[config.mk]
export PLATFORM = sky130hd
export DESIGN_NAME = conv_window_gen
export DESIGN_NICKNAME = d
export VERILOG_FILES = /design/src/rtl/conv_window_gen.sv
export SDC_FILE = /design/constraint.sdc
export NUM_CORES = 1
export LEC_CHECK = 0
export BUFFER_PORTS_ARGS = -buffer_cell sky130_fd_sc_hd__buf_2
export CAP_MARGIN = 40
export CELL_PAD_IN_SITES_DETAIL_PLACEMENT = 1
export CELL_PAD_IN_SITES_GLOBAL_PLACEMENT = 2
export CORE_ASPECT_RATIO = 0.8
export CORE_MARGIN = 4
export CORE_UTILIZATION = 42
export DETAILED_ROUTE_END_ITERATION = 8
export HOLD_SLACK_MARGIN = 0.05
export PLACE_DENSITY_LB_ADDON = 0.3
export SYNTH_ARGS = -nofsm -noshare
export SYNTH_HDL_FRONTEND = slang
export SYNTH_SLANG_ARGS = --single-unit
[constraint.sdc]
create_clock -name clk -period 3.6 [get_ports clk]
set_clock_uncertainty 0.05 [all_clocks]
set_input_delay 0.72 -clock clk [delete_from_list [all_inputs] [get_ports clk]]
set_output_delay 0.72 -clock clk [all_outputs]
set_load 0.05 [all_outputs]
[src/rtl/conv_window_gen.sv]
// conv_window_gen
// Streaming 3x3 sliding-window generator. Pixels arrive row-major over a
// valid/ready handshake. Two line buffers hold the two previous image rows.
// Every accepted pixel at (row >= 2, col >= 2) produces one flat 3x3 window
// (valid convolution, no padding) one cycle later.
//
// Ports:
//   clk        clock, rising-edge
//   rst_n      asynchronous reset, active-low
//   in_valid   in_data holds a pixel
//   in_ready   block can accept a pixel this cycle
//   in_data    pixel, row-major, first pixel of a frame is (0,0)
//   out_valid  out_win holds a window
//   out_ready  downstream takes the window this cycle
//   out_win    window, out_win[DATA_W*k +: DATA_W] = w[k], k = 3*wr + wc
//              (w[0] top-left, w[8] bottom-right)
//   out_last   marks the final window of a frame (only while out_valid)
module conv_window_gen #(
   parameter int DATA_W = 8,
   parameter int IMG_W  = 8,
   parameter int IMG_H  = 8
) (
   input  logic                clk,
   input  logic                rst_n,
   input  logic                in_valid,
   output logic                in_ready,
   input  logic [DATA_W-1:0]   in_data,
   output logic                out_valid,
   input  logic                out_ready,
   output logic [9*DATA_W-1:0] out_win,
   output logic                out_last
);

   localparam int CW = $clog2(IMG_W);
   localparam int RW = $clog2(IMG_H);
   localparam logic [CW-1:0] COL_MAX = CW'(IMG_W - 1);
   localparam logic [RW-1:0] ROW_MAX = RW'(IMG_H - 1);
   localparam logic [CW-1:0] COL_TWO = CW'(2);
   localparam logic [RW-1:0] ROW_TWO = RW'(2);

   // position counters
   logic [CW-1:0] col_reg, col_next, col_inc;
   logic [RW-1:0] row_reg, row_next;
   logic          col_wrap;

   // handshake
   logic accept;
   logic emit;

   // line buffers (block RAM, registered read)
   logic [DATA_W-1:0] lb1_mem [IMG_W];
   logic [DATA_W-1:0] lb2_mem [IMG_W];
   logic [DATA_W-1:0] lb1_rd_reg, lb2_rd_reg;
   logic [CW-1:0]     rd_addr;

   // window shift register
   logic [DATA_W-1:0]   new_col  [3];
   logic [DATA_W-1:0]   win_reg  [9];
   logic [DATA_W-1:0]   win_next [9];
   logic [9*DATA_W-1:0] win_flat;

   // output stage
   logic                out_valid_reg;
   logic                out_last_reg;
   logic [9*DATA_W-1:0] out_win_reg;

   assign in_ready  = !out_valid_reg || out_ready;
   assign accept    = in_valid && in_ready;
   assign emit      = accept && (row_reg >= ROW_TWO) && (col_reg >= COL_TWO);

   assign out_valid = out_valid_reg;
   assign out_last  = out_last_reg;
   assign out_win   = out_win_reg;

   // ------------------------------------------------------------------
   // counters
   // ------------------------------------------------------------------
   assign col_wrap = (col_reg == COL_MAX);
   assign col_inc  = col_wrap ? '0 : col_reg + CW'(1);

   always_comb begin
      col_next = col_reg;
      row_next = row_reg;
      if (accept) begin
         col_next = col_inc;
         if (col_wrap) begin
            row_next = (row_reg == ROW_MAX) ? '0 : row_reg + RW'(1);
         end
      end
   end

   always_ff @(posedge clk or negedge rst_n) begin
      if (!rst_n) begin
         col_reg <= '0;
         row_reg <= '0;
      end else begin
         col_reg <= col_next;
         row_reg <= row_next;
      end
   end

   // ------------------------------------------------------------------
   // line buffers
   // The read is prefetched: the address is the column of the *next*
   // pixel, so LBx[c] is already registered when pixel (r,c) arrives.
   // On an accepting edge the write goes to col_reg while the read goes
   // to col_inc, which differ because IMG_W >= 3, so no read-during-write
   // case exists. Contents are never cleared; the row gate keeps stale
   // rows from a previous frame out of any emitted window.
   // ------------------------------------------------------------------
   assign rd_addr = col_next;

   always_ff @(posedge clk) begin
      if (accept) begin
         lb1_mem[col_reg] <= in_data;
         lb2_mem[col_reg] <= lb1_rd_reg;
      end
      lb1_rd_reg <= lb1_mem[rd_addr];
      lb2_rd_reg <= lb2_mem[rd_addr];
   end

   // ------------------------------------------------------------------
   // window shift: columns move left, new column enters at wc = 2
   // ------------------------------------------------------------------
   assign new_col[0] = lb2_rd_reg;   // row r-2 (top)
   assign new_col[1] = lb1_rd_reg;   // row r-1
   assign new_col[2] = in_data;      // row r   (bottom)

   generate
      for (genvar gi = 0; gi < 3; gi++) begin : g_shift
         assign win_next[3*gi]     = win_reg[3*gi + 1];
         assign win_next[3*gi + 1] = win_reg[3*gi + 2];
         assign win_next[3*gi + 2] = new_col[gi];
      end
      for (genvar gi = 0; gi < 9; gi++) begin : g_pack
         assign win_flat[DATA_W*gi +: DATA_W] = win_next[gi];
      end
   endgenerate

   always_ff @(posedge clk or negedge rst_n) begin
      if (!rst_n) begin
         for (int k = 0; k < 9; k++) begin
            win_reg[k] <= '0;
         end
      end else if (accept) begin
         win_reg <= win_next;
      end
   end

   // ------------------------------------------------------------------
   // output register: load on emit, clear on consume, otherwise hold
   // ------------------------------------------------------------------
   always_ff @(posedge clk or negedge rst_n) begin
      if (!rst_n) begin
         out_valid_reg <= 1'b0;
         out_last_reg  <= 1'b0;
         out_win_reg   <= '0;
      end else if (emit) begin
         out_valid_reg <= 1'b1;
         out_last_reg  <= (row_reg == ROW_MAX) && col_wrap;
         out_win_reg   <= win_flat;
      end else if (out_ready) begin
         out_valid_reg <= 1'b0;
         out_last_reg  <= 1'b0;
      end
   end

endmodule

Word level (Yosys, flattened, before mapping)
Memory sizes are Yosys's and may differ from the RTL's. A register that Yosys moved wholly into a read port is not among the register bits.
Index checks and enable logic that the tools add are counted.
Storage, ports and cells
  RAM bits: 128
  bits in registers: 128
  memories kept: 2
Cells by class
  add/subtract/negate cells: 2
  magnitude comparators: 2
  mux-type cells: 8
  reduce and logical (&&, ||, !) cells: 8
  eq/ne operators: 2
Memories
  lb1_mem: depth 8, bits a word 8, read ports 1, clocked after memory_dff 1, wr ports 1, RTL line 51  | logic [DATA_W-1:0] lb1_mem [IMG_W];
  lb2_mem: depth 8, bits a word 8, read ports 1, clocked after memory_dff 1, wr ports 1, RTL line 52  | logic [DATA_W-1:0] lb2_mem [IMG_W];
Operator list (count)
  two-way mux 3 bit: 3
  adder 3 x 1 -> 3 bit, second input constant: 2
  == test 3 bit, second input constant: 2
  greater-or-equal comparator 3 x 2 -> 1 bit, second input constant: 2
  two-way mux 1 bit: 5
  logical AND 1 bit: 4
  AND reduction 2 bit: 1
  nonzero test 2 bit: 1
  logical NOT 1 bit: 1
  logical OR 1 bit: 1

Logic depth before layout (Yosys ltp)
Gate-level depths: netlist of the first run.
  word-level depth: 6
  gate-level depth with buffers: 9

Least setup slack after synthesis of the first run
No wires, ideal clock.
  kind: in2reg
  start: input out_ready
  end: memory lb1_mem[0][0] (enable)
  setup slack: 393 ps
  stages on the path: 4
  arrival time: 2727 ps
  path through: nand2b_4 -> buf_6 -> nand2_2 -> nor4_1
On the way
  cells in the longest elaborated chain, start to end: 4
Ends and longest elaborated chain
  start, declared: RTL line 29  | input logic out_ready,
  logical OR 1 bit: RTL line 67  | assign in_ready = !out_valid_reg || out_ready;
  named net in_ready: RTL line 26  | output logic in_ready,
  logical AND 1 bit: RTL line 68  | assign accept = in_valid && in_ready;
  two-way mux 1 bit: RTL line 114  | if (accept) begin
  two-way mux 1 bit (implied by the code): RTL line 115  | lb1_mem[col_reg] <= in_data;
  end, declared: RTL line 51
The timed path passes the listed nets, and every way through them passes these cells.

Worst setup path in the final report of the first run
  start: register col_reg[0]
  end: register lb2_rd_reg[6] (read register of lb2_mem)
On the way
  cells in the longest elaborated chain, start to end: 3
Ends and longest elaborated chain
  start, declared: RTL line 42  | logic [CW-1:0] col_reg, col_next, col_inc;
  start signal, assigned: RTL line 97  | col_reg <= col_next;
  adder 3 x 1 -> 3 bit or == test 3 bit (tied branches): RTL line 79, 78
  two-way mux 3 bit: RTL line 79  | assign col_inc = col_wrap ? '0 : col_reg + CW'(1);
  two-way mux 3 bit *: RTL line 84  | if (accept) begin
  end, declared: RTL line 53  | logic [DATA_W-1:0] lb1_rd_reg, lb2_rd_reg;
Every way passes the cells marked *; elsewhere a longest branch is shown, timed or not.
A chain may end at the register's enable or synchronous reset.

==> results of run 1 <==
[power by group]
part	internal (mW)	leakage, nW	switching [mW]
logic	1.37	1.78	3.18
clock network	1.65	0.445	1.15
registers	4.37	2.86	0.716
[synthesized netlist by cell type, types with 2 or more instances]
library cell | count | area (sq um)
sky130_fd_sc_hd__nand2_1 | 150 | 563.0
sky130_fd_sc_hd__dfrtp_1 | 128 | 3203
sky130_fd_sc_hd__edfxtp_1 | 128 | 3844
sky130_fd_sc_hd__and3_1 | 65 | 406.6
sky130_fd_sc_hd__a2111oi_0 | 55 | 481.7
sky130_fd_sc_hd__mux2_2 | 50 | 563.0
sky130_fd_sc_hd__clkbuf_1 | 27 | 101.4
sky130_fd_sc_hd__mux2_1 | 23 | 259.0
sky130_fd_sc_hd__nor4_1 | 17 | 106.4
sky130_fd_sc_hd__dfxtp_1 | 16 | 320.3
sky130_fd_sc_hd__buf_2 | 10 | 50.05
sky130_fd_sc_hd__a2111oi_1 | 9 | 90.09
sky130_fd_sc_hd__buf_4 | 8 | 60.06
sky130_fd_sc_hd__ha_1 | 6 | 75.07
sky130_fd_sc_hd__buf_6 | 5 | 56.30
sky130_fd_sc_hd__nor3_1 | 5 | 25.02
sky130_fd_sc_hd__inv_1 | 4 | 15.01
sky130_fd_sc_hd__nor2_1 | 3 | 11.26
sky130_fd_sc_hd__buf_1 | 2 | 7.510
sky130_fd_sc_hd__inv_2 | 2 | 7.510
sky130_fd_sc_hd__nand2b_1 | 2 | 12.51
sky130_fd_sc_hd__o21ai_0 | 2 | 10.01
[per-stage QoR]
step                hold WS [ps]    util  setup slack (ps)  cell area (sq um)
CTS                        92.30  0.4971             708.0              12090
global placement           378.5  0.4584             865.5              11150
finish                     99.91  0.4971             753.5              12090
global route               125.6  0.4971             578.4              12090
floorplan                  358.4       -             392.6              10380
detailed placement         393.3  0.4599             734.1              11180
[final cells by class]
| type | count | area (sq um) |
|---|---|---|
| Fill cell | 2434 | 12230 |
| Sequential cell | 272 | 7367 |
| Multi-Input combinational cell | 399 | 2755 |
| Clock buffer | 48 | 878.3 |
| Timing Repair Buffer | 109 | 638.1 |
| Tap cell | 318 | 397.9 |
| Clock inverter | 4 | 26.28 |
| Inverter | 6 | 22.52 |
[final timing paths]
kind,startpoint,slack (ps),endpoint
max in group asynchronous,rst_n,2440,win_flat[60]
min in group clk,lb2_rd_reg[6],400,win_flat[14]
hold / removal,rst_n,100,out_win[2]
hold reg to reg,lb2_rd_reg[6],400,win_flat[14]
setup / recovery,col_reg[0],750,lb2_rd_reg[6]
setup reg to reg,col_reg[0],750,lb2_rd_reg[6]
[cells by family (layout without fill, tap and decap cells)]
| logic type | Yosys count | count (layout) |
|---|---|---|
| AOI/OAI and AO/OA | 72 | 72 |
| adders and majority gates | 6 | 6 |
| buffers and inverters | 59 | 167 |
| DFF | 272 | 272 |
| muxes | 73 | 73 |
| and+or+nand+nor | 248 | 248 |
[layer usage]
metal | share of wire | global-route usage
met5 | 0.00044 | 0
met4 | 0.026 | 0.05322
met3 | 0.037 | 0.03130
met2 | 0.49 | 0.3163
met1 | 0.44 | 0.2444
==> run metrics, run 1 <==
primary flip-flop cell chosen by synthesis mapping=sky130_fd_sc_hd__edfxtp_1; Clock Latency Late Sink=530 ps; root cell of the clock tree=sky130_fd_sc_hd__clkbuf_16; synthesis warning total=0; mean routed wirelength per cell=21.62 um; fraction of the mapped netlist area in adder cells=0.007232; Critical Path Slowest Stage Cell=sky130_fd_sc_hd__a2111oi_0; cells traversed along the worst timing path=ha_1 > ha_1 > inv_1 > a31o_1 > nand2_1 > buf_4 > a2111oi_0 > nor4_1; number of buffers added by the clock tree synthesis step=28; DR vias/cell=5.463; transition at the pin with the smallest max-transition slack=662.8 ps; register area share after synthesis=0.7097; global-route wire length before repair=39.85 mm; Max Buffers Root-to-Sink=3; final total negative setup slack=0 ps; compound-gate portion of the synthesized area=0.06196; die area=27310 sq um; number of setup buffers added after CTS=0; Max IR drop VDD=0.5081 mV; H-tree lvl count=1; Initial Utilization=0.4269; Levels on crit path=8; quantity of I/O buffers inserted on ports=86; arrival time at the worst endpoint=3180 ps; count of unresolved DRC violations after routing=0; cell with the most instances on the worst path=sky130_fd_sc_hd__ha_1; total via count after detailed routing=6315; HPWL after DPL=15.33 mm; flip-flop count of the largest register, all copies and words added=72; simple logic cell fraction of the synthesized area=0.1127; Die Width=183.8 um; CTS tree=yes; fraction of synthesized area in multiplexers=0.07919; antenna fix cells=0; Area Growth Syn to Fin=16.43%; area inside the core boundary=24310 sq um; clock slew at the register clock pins of the worst setup and hold paths=60 ps; main combinational cell family by area after synthesis=simple AND/OR/NAND/NOR gates; antenna viol nets, final=0; WP data required=3940 ps; summed instance area of the synthesized netlist=10380 sq um; unrepaired setup endpoints after global routing=false; number of flops mapped to enable cells by yosys=128; number of cells after detailed placement=1104; pwr dens=1029 nW/um^2; cell family contributing the most delay on the critical path=compound AO/OA/AOI/OAI gates; tightest slew margin relative to the limit=0.5575; routed wire length=24.99 mm; Placer Congestion=0.7574; number of nets in the layout=834; synthesized instance count=730; Pins Over Slew Limit=0; height of the die=148.6 um; final global-route overflow total=0; Clock Sinks=272; startpoint kind of the worst setup timing path=flop; fraction of final layout cells with drive strength greater than 1=0.2530; # setup viols final=0; Hold Violations, Final=0; Highest Clock Rate=0.3513 GHz; result of the run=complete, no violations; post-cts hold buffer count=0; classification of the worst setup path=flop to flop; pin count of the biggest net entering global routing=69; logic depth of the worst register-to-register path=8; total of flip-flops plus latches after synthesis=272; Netlist cell types=35; count of buffer and inverter cells on the critical path=2; total track usage=0.1846; leading cell types in the layout, fill and taps excluded=sky130_fd_sc_hd__nand2_1, sky130_fd_sc_hd__dfrtp_1, sky130_fd_sc_hd__edfxtp_1; post-CTS resize count=0; final critical-path share of the clock period=0.7907; sort of element at the end of the critical path=flop; # rows=51; number of global-route vias before repair=6970; number of antenna violations at the first check in global routing=1; area share of xor/xnor cells in the synthesized design=0; number of non-filler instances in the completed layout=1156; Async SR Flop Fraction=0.4706; Total Power=12.44 mW; class of the most critical hold timing path=input pin to asynchronous set/reset pin; drt pass-1 iters=4; Avg Synthesized Cell Area=14.22 sq um; boundary pin count=87; max-cap violation count=0; Static Leak=5.081 nW; starting DRC count in detailed routing=344; maximum net fanout on the critical path=40; most common cell after layout, fill and taps aside=sky130_fd_sc_hd__nand2_1; synthesized net count=748; Crit path largest cell delay=650 ps; crit path time final=2847 ps
Note: power is estimated with default switching activity, not from simulation.
==> run 2: changes to the inputs <==
- ABC_AREA: unset -> 1
- CORE_UTILIZATION: 42 -> 35
- clock period: 3.6 -> 2.4 ns (I/O delays scaled with it)
==> run 2 against run 1 <==
Final cell count grew 38%; sequential share of layout area shrank 3.9 points; sequential cell count is the same; sequential power grew 42%; total power grew 49%; routed wire length grew 10%; via count grew 19%; critical path depth grew 3; maximum frequency grew 41%; first-iteration DRC count grew 43%; utilization shrank 7.5 points; cell area grew 6.9%; largest cell class unchanged; highest routed layer is now met4.
==> run metrics, run 2 <==
result of the run=complete, no violations; fraction of final layout cells with drive strength greater than 1=0.1420 (-0.1110); clock slew at the register clock pins of the worst setup and hold paths=60 ps (about the same); Clk network pwr share=0.228 (+0.003); synthesized instance count=1070 (+47%); final critical-path share of the clock period=0.8388 (+0.04805); routed wire length=27.61 mm (+10%); # rows=57 (+12%); leading cell types in the layout, fill and taps excluded=sky130_fd_sc_hd__nand2_1, sky130_fd_sc_hd__inv_1, sky130_fd_sc_hd__dfrtp_1, sky130_fd_sc_hd__edfxtp_1, sky130_fd_sc_hd__nand3_1; tightest slew margin relative to the limit=0.6745 (+0.1170); cells traversed along the worst timing path=ha_1 > ha_1 > nor2_1 > nand3_2 > nand2_1 > buf_4 > nand2_1 > nand3_1 > nand2_1 > nand2_1 > nand2_1; boundary pin count=87 (unchanged); unrepaired setup endpoints after global routing=false; synthesized net count=1088 (+45%); Clock Sinks=272 (unchanged); number of buffers added by the clock tree synthesis step=29 (+3.6%); number of setup buffers added after CTS=0 (unchanged); Avg Synthesized Cell Area=10.25 sq um (-28%); Static Leak=6.017 nW (+18%); Internal=10.72 mW (+45%); primary flip-flop cell chosen by synthesis mapping=sky130_fd_sc_hd__edfxtp_1; Clock Latency Late Sink=560 ps (+30 ps); portion of synthesized cell area occupied by the leading cell type=0.3504 (-0.01985); CTS tree=yes; Max Buffers Root-to-Sink=3 (unchanged); Critical Path Slowest Stage Cell=sky130_fd_sc_hd__dfrtp_1; global-route wire length before repair=44.36 mm (+11%); count of unresolved DRC violations after routing=0 (unchanged); Max IR drop VDD=0.7196 mV (+42%); # setup viols final=0 (unchanged); library cell with the highest instance count after synthesis=sky130_fd_sc_hd__nand2_1; share of power burned in combinational logic=0.382 (+0.016); classification of the worst setup path=flop to flop; GR met1 Demand/Resource=0.2432 (-0.001265); final global-route overflow total=0 (unchanged); class of the most critical hold timing path=input pin to flop; Filler Cell Count=3441 (+41%); number of nets in the layout=1180 (+41%); quantity of I/O buffers inserted on ports=86 (unchanged); pin count of the biggest net entering global routing=98 (+42%); Pins Over Slew Limit=0 (unchanged); switching power as a share of total power=0.4218 (+0.01657); biggest area contributors in the synthesized netlist=sky130_fd_sc_hd__edfxtp_1, sky130_fd_sc_hd__dfrtp_1, sky130_fd_sc_hd__nand2_1; number of cells after detailed placement=1543 (+40%); most common cell after layout, fill and taps aside=sky130_fd_sc_hd__nand2_1; Highest Clock Rate=0.4968 GHz (+41%); number of flops mapped to enable cells by yosys=128 (unchanged); WP data required=2780 ps (-1160 ps); final total negative setup slack=0 ps (unchanged); total via count after detailed routing=7532 (+19%); cell with the most instances on the worst path=sky130_fd_sc_hd__nand2_1; area inside the core boundary=30600 sq um (+26%); height of the die=166.3 um (+12%); sort of element at the end of the critical path=flop; sequential share of power=0.390 (-0.019); Netlist cell types=22 (-37%); maximum net fanout on the critical path=11 (-73%); HPWL after DPL=16.82 mm (+9.7%); starting DRC count in detailed routing=493 (+43%); area leader, netlist=sky130_fd_sc_hd__edfxtp_1; DR vias/cell=4.719 (-14%); number of global-route vias before repair=7726 (+11%); max-cap violation count=0 (unchanged); number of non-filler instances in the completed layout=1596 (+38%); net switching power figure=7.821 mW (+55%); transition at the pin with the smallest max-transition slack=485.9 ps (-176.9 ps); Die Width=205.9 um (+12%); mean routed wirelength per cell=17.30 um (-20%); number of antenna violations at the first check in global routing=0 (-1); Hold Violations, Final=0 (unchanged); Area Growth Syn to Fin=17.80%; pwr dens=1435 nW/um^2 (+39%); synthesis warning total=0 (unchanged); H-tree lvl count=1 (unchanged); drt pass-1 iters=5 (+1); Initial Utilization=0.3585 (-0.06846); antenna fix cells=0 (unchanged); antenna viol nets, final=0 (unchanged); arrival time at the worst endpoint=2400 ps (-780 ps); Crit path largest cell delay=460 ps (-190 ps); register area share after synthesis=0.6717 (-0.03805); cell types with the highest counts after synthesis=sky130_fd_sc_hd__nand2_1, sky130_fd_sc_hd__inv_1, sky130_fd_sc_hd__dfrtp_1, sky130_fd_sc_hd__edfxtp_1, sky130_fd_sc_hd__nand3_1; global-route track usage on met3=0.03104 (-0.0002533); met2 global-route usage=0.2505 (-0.06577); busiest metal layer after global routing=met2; flip-flop count of the largest register, all copies and words added=72 (unchanged); die area=34250 sq um (+25%); root cell of the clock tree=sky130_fd_sc_hd__clkbuf_16; Placer Congestion=0.7223 (-4.6%); total track usage=0.1631 (-0.02156); Async SR Flop Fraction=0.4706 (unchanged); total of flip-flops plus latches after synthesis=272 (unchanged); summed instance area of the synthesized netlist=10970 sq um (+5.7%); startpoint kind of the worst setup timing path=flop; crit path time final=2013 ps (-833.5 ps)
[run 2: cell types whose count changed in the layout (fill, tap and decap cells not counted), moves of 9 or more]
| cell | before | now |
|---|---|---|
| sky130_fd_sc_hd__mux2_1 | 23 | 0 |
| sky130_fd_sc_hd__a2111oi_1 | 9 | 0 |
| sky130_fd_sc_hd__and3_1 | 65 | 0 |
| sky130_fd_sc_hd__nand2_1 | 150 | 266 |
| sky130_fd_sc_hd__nand3_1 | 1 | 115 |
| sky130_fd_sc_hd__nand3b_1 | 1 | 32 |
| sky130_fd_sc_hd__a2111oi_0 | 55 | 0 |
| sky130_fd_sc_hd__o21ai_1 | 0 | 11 |
| sky130_fd_sc_hd__inv_1 | 4 | 177 |
| sky130_fd_sc_hd__nor2_1 | 3 | 12 |
| sky130_fd_sc_hd__nor4_1 | 16 | 0 |
| sky130_fd_sc_hd__buf_12 | 2 | 13 |
| sky130_fd_sc_hd__mux2_2 | 50 | 0 |
| sky130_fd_sc_hd__o21ai_0 | 2 | 111 |
[run 2: final timing paths]
| check | start | endpoint | slack (ps) | cells past startpoint |
|---|---|---|---|---|
| worst max register to register | col_reg[1] | lb2_rd_reg[5] | 390 | 11 |
| worst max-delay path | col_reg[1] | lb2_rd_reg[5] | 390 | 11 |
| min in group asynchronous | rst_n | out_valid | 370 | 2 |
| worst min register to register | out_win[32] | out_win[32] | 430 | 2 |
| worst min-delay path | in_data[0] | lb1_mem[2][0] | 180 | 1 |
| max in group asynchronous | rst_n | out_win[20] | 1300 | 3 |
[run 2: per-stage QoR]
stage	total power [mW]	hold WS [ps]	setup slack, ps	utilization	instance area, sq um
global route	19.82	165.4	254.1	0.4223	12920
global placement	14.36	381.1	473.4	0.3931	12030
detailed placement	14.50	390.0	418.0	0.3931	12030
floorplan	12.13	134.4	130.5	-	10970
CTS	18.80	144.6	397.1	0.4223	12920
finish	18.54	177.6	387.0	0.4223	12920
[run 2: area by class of cell]
class	instances	area (sq um)	area share
clock inverters	12	85.08	0.006585
inverters	180	675.6	0.05230
repair buffers	117	834.6	0.06459
multi-input cells	562	2644	0.2046
well taps	413	516.7	0.04000
clock buffers	40	797.0	0.06169
flip-flops and latches	272	7367	0.5702
[run 2: routing by layer]
layer	vias to the layer above	part of all wire
met5	-	0
met2	131	0.44
li1	3617	-
met1	3743	0.50
met4	0	0.018
met3	41	0.044
[run 2: repair_timing]
item,CTS,global route
endpoints found under the hold margin,37,0
gates resized for setup,0,0
hold buffers,1,0
[run 2: kinds of logic (layout without fill, tap and decap cells)]
logic type	after synthesis	after routing	synth area share
simple gates	430	430	0.1729
flops	272	272	0.6717
buf+inv	236	349	0.08875
compound gates	126	126	0.05978
fa+ha+maj	6	6	0.006844
[run 2: worst max-delay path, delay by kind of cell, from the launching register on]
family / cells / cell delay (ps)
flops: 1 / 460
fa+ha+maj: 2 / 420
simple gates: 8 / 720
buf+inv: 1 / 230
[run 2: power by group through the flow]
stage | logic [mW] | clock network (mW) | registers (mW)
detailed placement | 7.15 | 0 | 7.34
global placement | 7.05 | 0 | 7.31
finish | 7.08 | 4.23 | 7.23
CTS | 7.19 | 4.35 | 7.26
global route | 7.85 | 4.55 | 7.42
floorplan | 3.33 | 0 | 8.80
==> run 3: changes to the inputs <==
- ABC_AREA: 1 -> 0
- CORE_UTILIZATION: 35 -> 38
- clock period: 2.4 -> 1.69 ns (I/O delays scaled with it)
==> run 3 against run 2 <==
The run now ends with setup timing left; global-route usage rose by 5.0 points; routed wire length rose by 21%; sequential share of layout area fell by 10 points; sequential cell count did not move; register-to-register slack got worse by 840 ps; worst hold slack got worse by 95 ps; worst setup slack got worse by 840 ps; count of clock-buffer cells in the layout rose by 2; die area fell by 12%; critical path depth fell by 1; final cell count fell by 17%; critical endpoint is now lb2_rd_reg[6].
==> run metrics, run 3 (synthesis gave the netlist of run 1 again) <==
startpoint kind of the worst setup timing path=flop; Area Growth Syn to Fin=50.95%; arrival time at the worst endpoint=2580 ps (+180 ps); Levels on crit path=10 (-1); max-cap violation count=0 (unchanged); Static Leak=6.564 nW (+9.1%); number of nets in the layout=972 (-18%); startpoint of the worst register-to-register path=col_reg[0]; startpoint of the worst setup timing path=col_reg[0]; Total Power=36.40 mW (+96%); drt pass-1 iters=5 (unchanged); total track usage=0.2133 (+0.05028); # rows=53 (-7.0%); antenna viol nets, final=0 (unchanged); global-route wire length before repair=48.90 mm (+10%); boundary pin count=87 (unchanged); cells traversed along the worst timing path=ha_4 > ha_4 > inv_2 > a31o_4 > buf_12 > buf_12 > and3_4 > a2111oi_2 > nor4_2 > buf_4; number of antenna violations at the first check in global routing=0 (unchanged); Max Buffers Root-to-Sink=3 (unchanged); root cell of the clock tree=sky130_fd_sc_hd__clkbuf_16; logic depth of the worst register-to-register path=10 (-1); number of buffers added by the clock tree synthesis step=28 (-3.4%); sort of element at the end of the critical path=flop; count of buffer and inverter cells on the critical path=4 (+3); clock slew at the register clock pins of the worst setup and hold paths=60 ps (about the same); starting DRC count in detailed routing=410 (-17%); final critical-path share of the clock period=1.270 (+0.4311); pin count of the biggest net entering global routing=49 (-50%); WP data required=2130 ps (-650 ps); Initial Utilization=0.3903 (+0.03186); mean routed wirelength per cell=25.14 um (+45%); most common cell after layout, fill and taps aside=sky130_fd_sc_hd__nand2_1; HPWL after DPL=16.98 mm (+0.98%); tightest slew margin relative to the limit=0.5240 (-0.1505); result of the run=complete, but fails checks; classification of the worst setup path=flop to flop; Pins Over Slew Limit=0 (unchanged); leading cell types in the layout, fill and taps excluded=sky130_fd_sc_hd__nand2_1, sky130_fd_sc_hd__edfxtp_1, sky130_fd_sc_hd__dfrtp_1; antenna fix cells=0 (unchanged); Worst Setup EP=lb2_rd_reg[6]; transition at the pin with the smallest max-transition slack=713.0 ps (+227.2 ps); final global-route overflow total=0 (unchanged); height of the die=155.8 um (-6.3%); routed wire length=33.49 mm (+21%); crit path time final=2146 ps (+133.1 ps); H-tree lvl count=1 (unchanged); Worst Hold Slack=82.50 ps (-95.08 ps); class of the most critical hold timing path=input pin to flop; r2r setup slk=-460 ps (-840 ps); die area=30040 sq um (-12%); violations in the final reports=setup timing; # setup viols final=215 (+215); unrepaired setup endpoints after global routing=true; Hold Violations, Final=0 (unchanged); pwr dens=2323 nW/um^2 (+62%); Die Width=192.8 um (-6.4%); number of global-route vias before repair=7788 (+0.80%); CTS tree=yes; Critical Path Slowest Stage Cell=sky130_fd_sc_hd__dfrtp_2; Highest Clock Rate=0.4660 GHz (-6.2%); fraction of final layout cells with drive strength greater than 1=0.4810 (+0.3390); Max IR drop VDD=1.468 mV (+100%); flip-flop count of the largest register, all copies and words added=72 (unchanged); DR vias/cell=5.321 (+13%); area inside the core boundary=26590 sq um (-13%); Crit Reg-Reg Endpoint=lb2_rd_reg[6]; cell family contributing the most delay on the critical path=buffers and inverters; Clock Latency Late Sink=540 ps (-20 ps); total via count after detailed routing=7087 (-5.9%); Crit path largest cell delay=440 ps (-20 ps); maximum net fanout on the critical path=14 (+3); Placer Congestion=0.7578 (+4.9%); Hold Crit Start=in_data[3]; post-route worst setup slack=-456.1 ps (-843.1 ps); quantity of I/O buffers inserted on ports=86 (unchanged); Clock Sinks=272 (unchanged); count of unresolved DRC violations after routing=0 (unchanged)
[run 3: cell count changes in the layout (fill, tap and decap cells not counted), moves of 11 or more]
cell	delta
sky130_fd_sc_hd__buf_12	+29
sky130_fd_sc_hd__buf_6	+28
sky130_fd_sc_hd__nor4_2	+11
sky130_fd_sc_hd__o21ai_0	-110
sky130_fd_sc_hd__buf_4	+49
sky130_fd_sc_hd__inv_1	-175
sky130_fd_sc_hd__a2111oi_4	+51
sky130_fd_sc_hd__nor2_1	-12
sky130_fd_sc_hd__nand2_1	-119
sky130_fd_sc_hd__mux2_4	+72
sky130_fd_sc_hd__nand3_1	-115
sky130_fd_sc_hd__nand3b_1	-31
sky130_fd_sc_hd__a2111oi_2	+13
sky130_fd_sc_hd__and3_1	+59
[run 3: worst min path at each step]
stage,endpoint,slack (ps),cells after the start
final,win_flat[59],80,3
after global routing,win_flat[59],90,3
after CTS,win_flat[60],80,3
after detailed placement,out_win[27],240,1
after global placement,out_win[29],230,1
after floorplan,col_reg[0],-8,0
[run 3: through the flow]
stage | worst slack (ps) | cell area (sq um) | utilization | cells | setup TNS [ps]
after floorplan | -338.6 | 11410 | - | 730 | -53490
after global placement | -598.1 | 12800 | 0.4812 | 1203 | -55720
after detailed placement | -666.7 | 12800 | 0.4812 | 1203 | -65280
after CTS | -384.1 | 15080 | 0.5671 | 1307 | -47370
after global routing | -498.4 | 15670 | 0.5892 | 1332 | -60860
final | -456.1 | 15670 | 0.5892 | 1332 | -52550
[run 3: worst min-delay path, cell delays in order]
cell	delay, ps
sky130_fd_sc_hd__buf_2	170
sky130_fd_sc_hd__nand2_1	80
sky130_fd_sc_hd__nand2_1	40
[run 3: per-layer routing]
metal,GRT usage,up-vias,wire (um)
met5,0,-,0
met4,0.04345,0,504
met3,0.02975,41,1517
met2,0.3829,156,17340
met1,0.2779,3724,14140
li1,-,3166,-
[run 3: power breakdown]
part	internal, mW	leakage, nW	switching (mW)
clock	3.58	0.442	2.56
sequential	9.34	2.86	1.65
combinational	8.72	3.27	10.6
[run 3: layout make-up]
class	count	area, sq um
Fill cell	2457	10920
Multi-Input combinational cell	399	4303
Sequential cell	272	7371
Clock inverter	9	92.59
Clock buffer	42	804.5
Inverter	6	32.53
Tap cell	357	446.7
Timing Repair Buffer	247	2619
[run 3: what timing repair did]
item / CTS / global route
pin swaps: 19 / 20
hold buffers: 3 / 0
gates resized for setup: 122 / 59
gates cloned: 12 / 7
hold endpoints to repair: 132 / 0
setup buffers: 39 / 27
setup endpoints to repair: 211 / 229
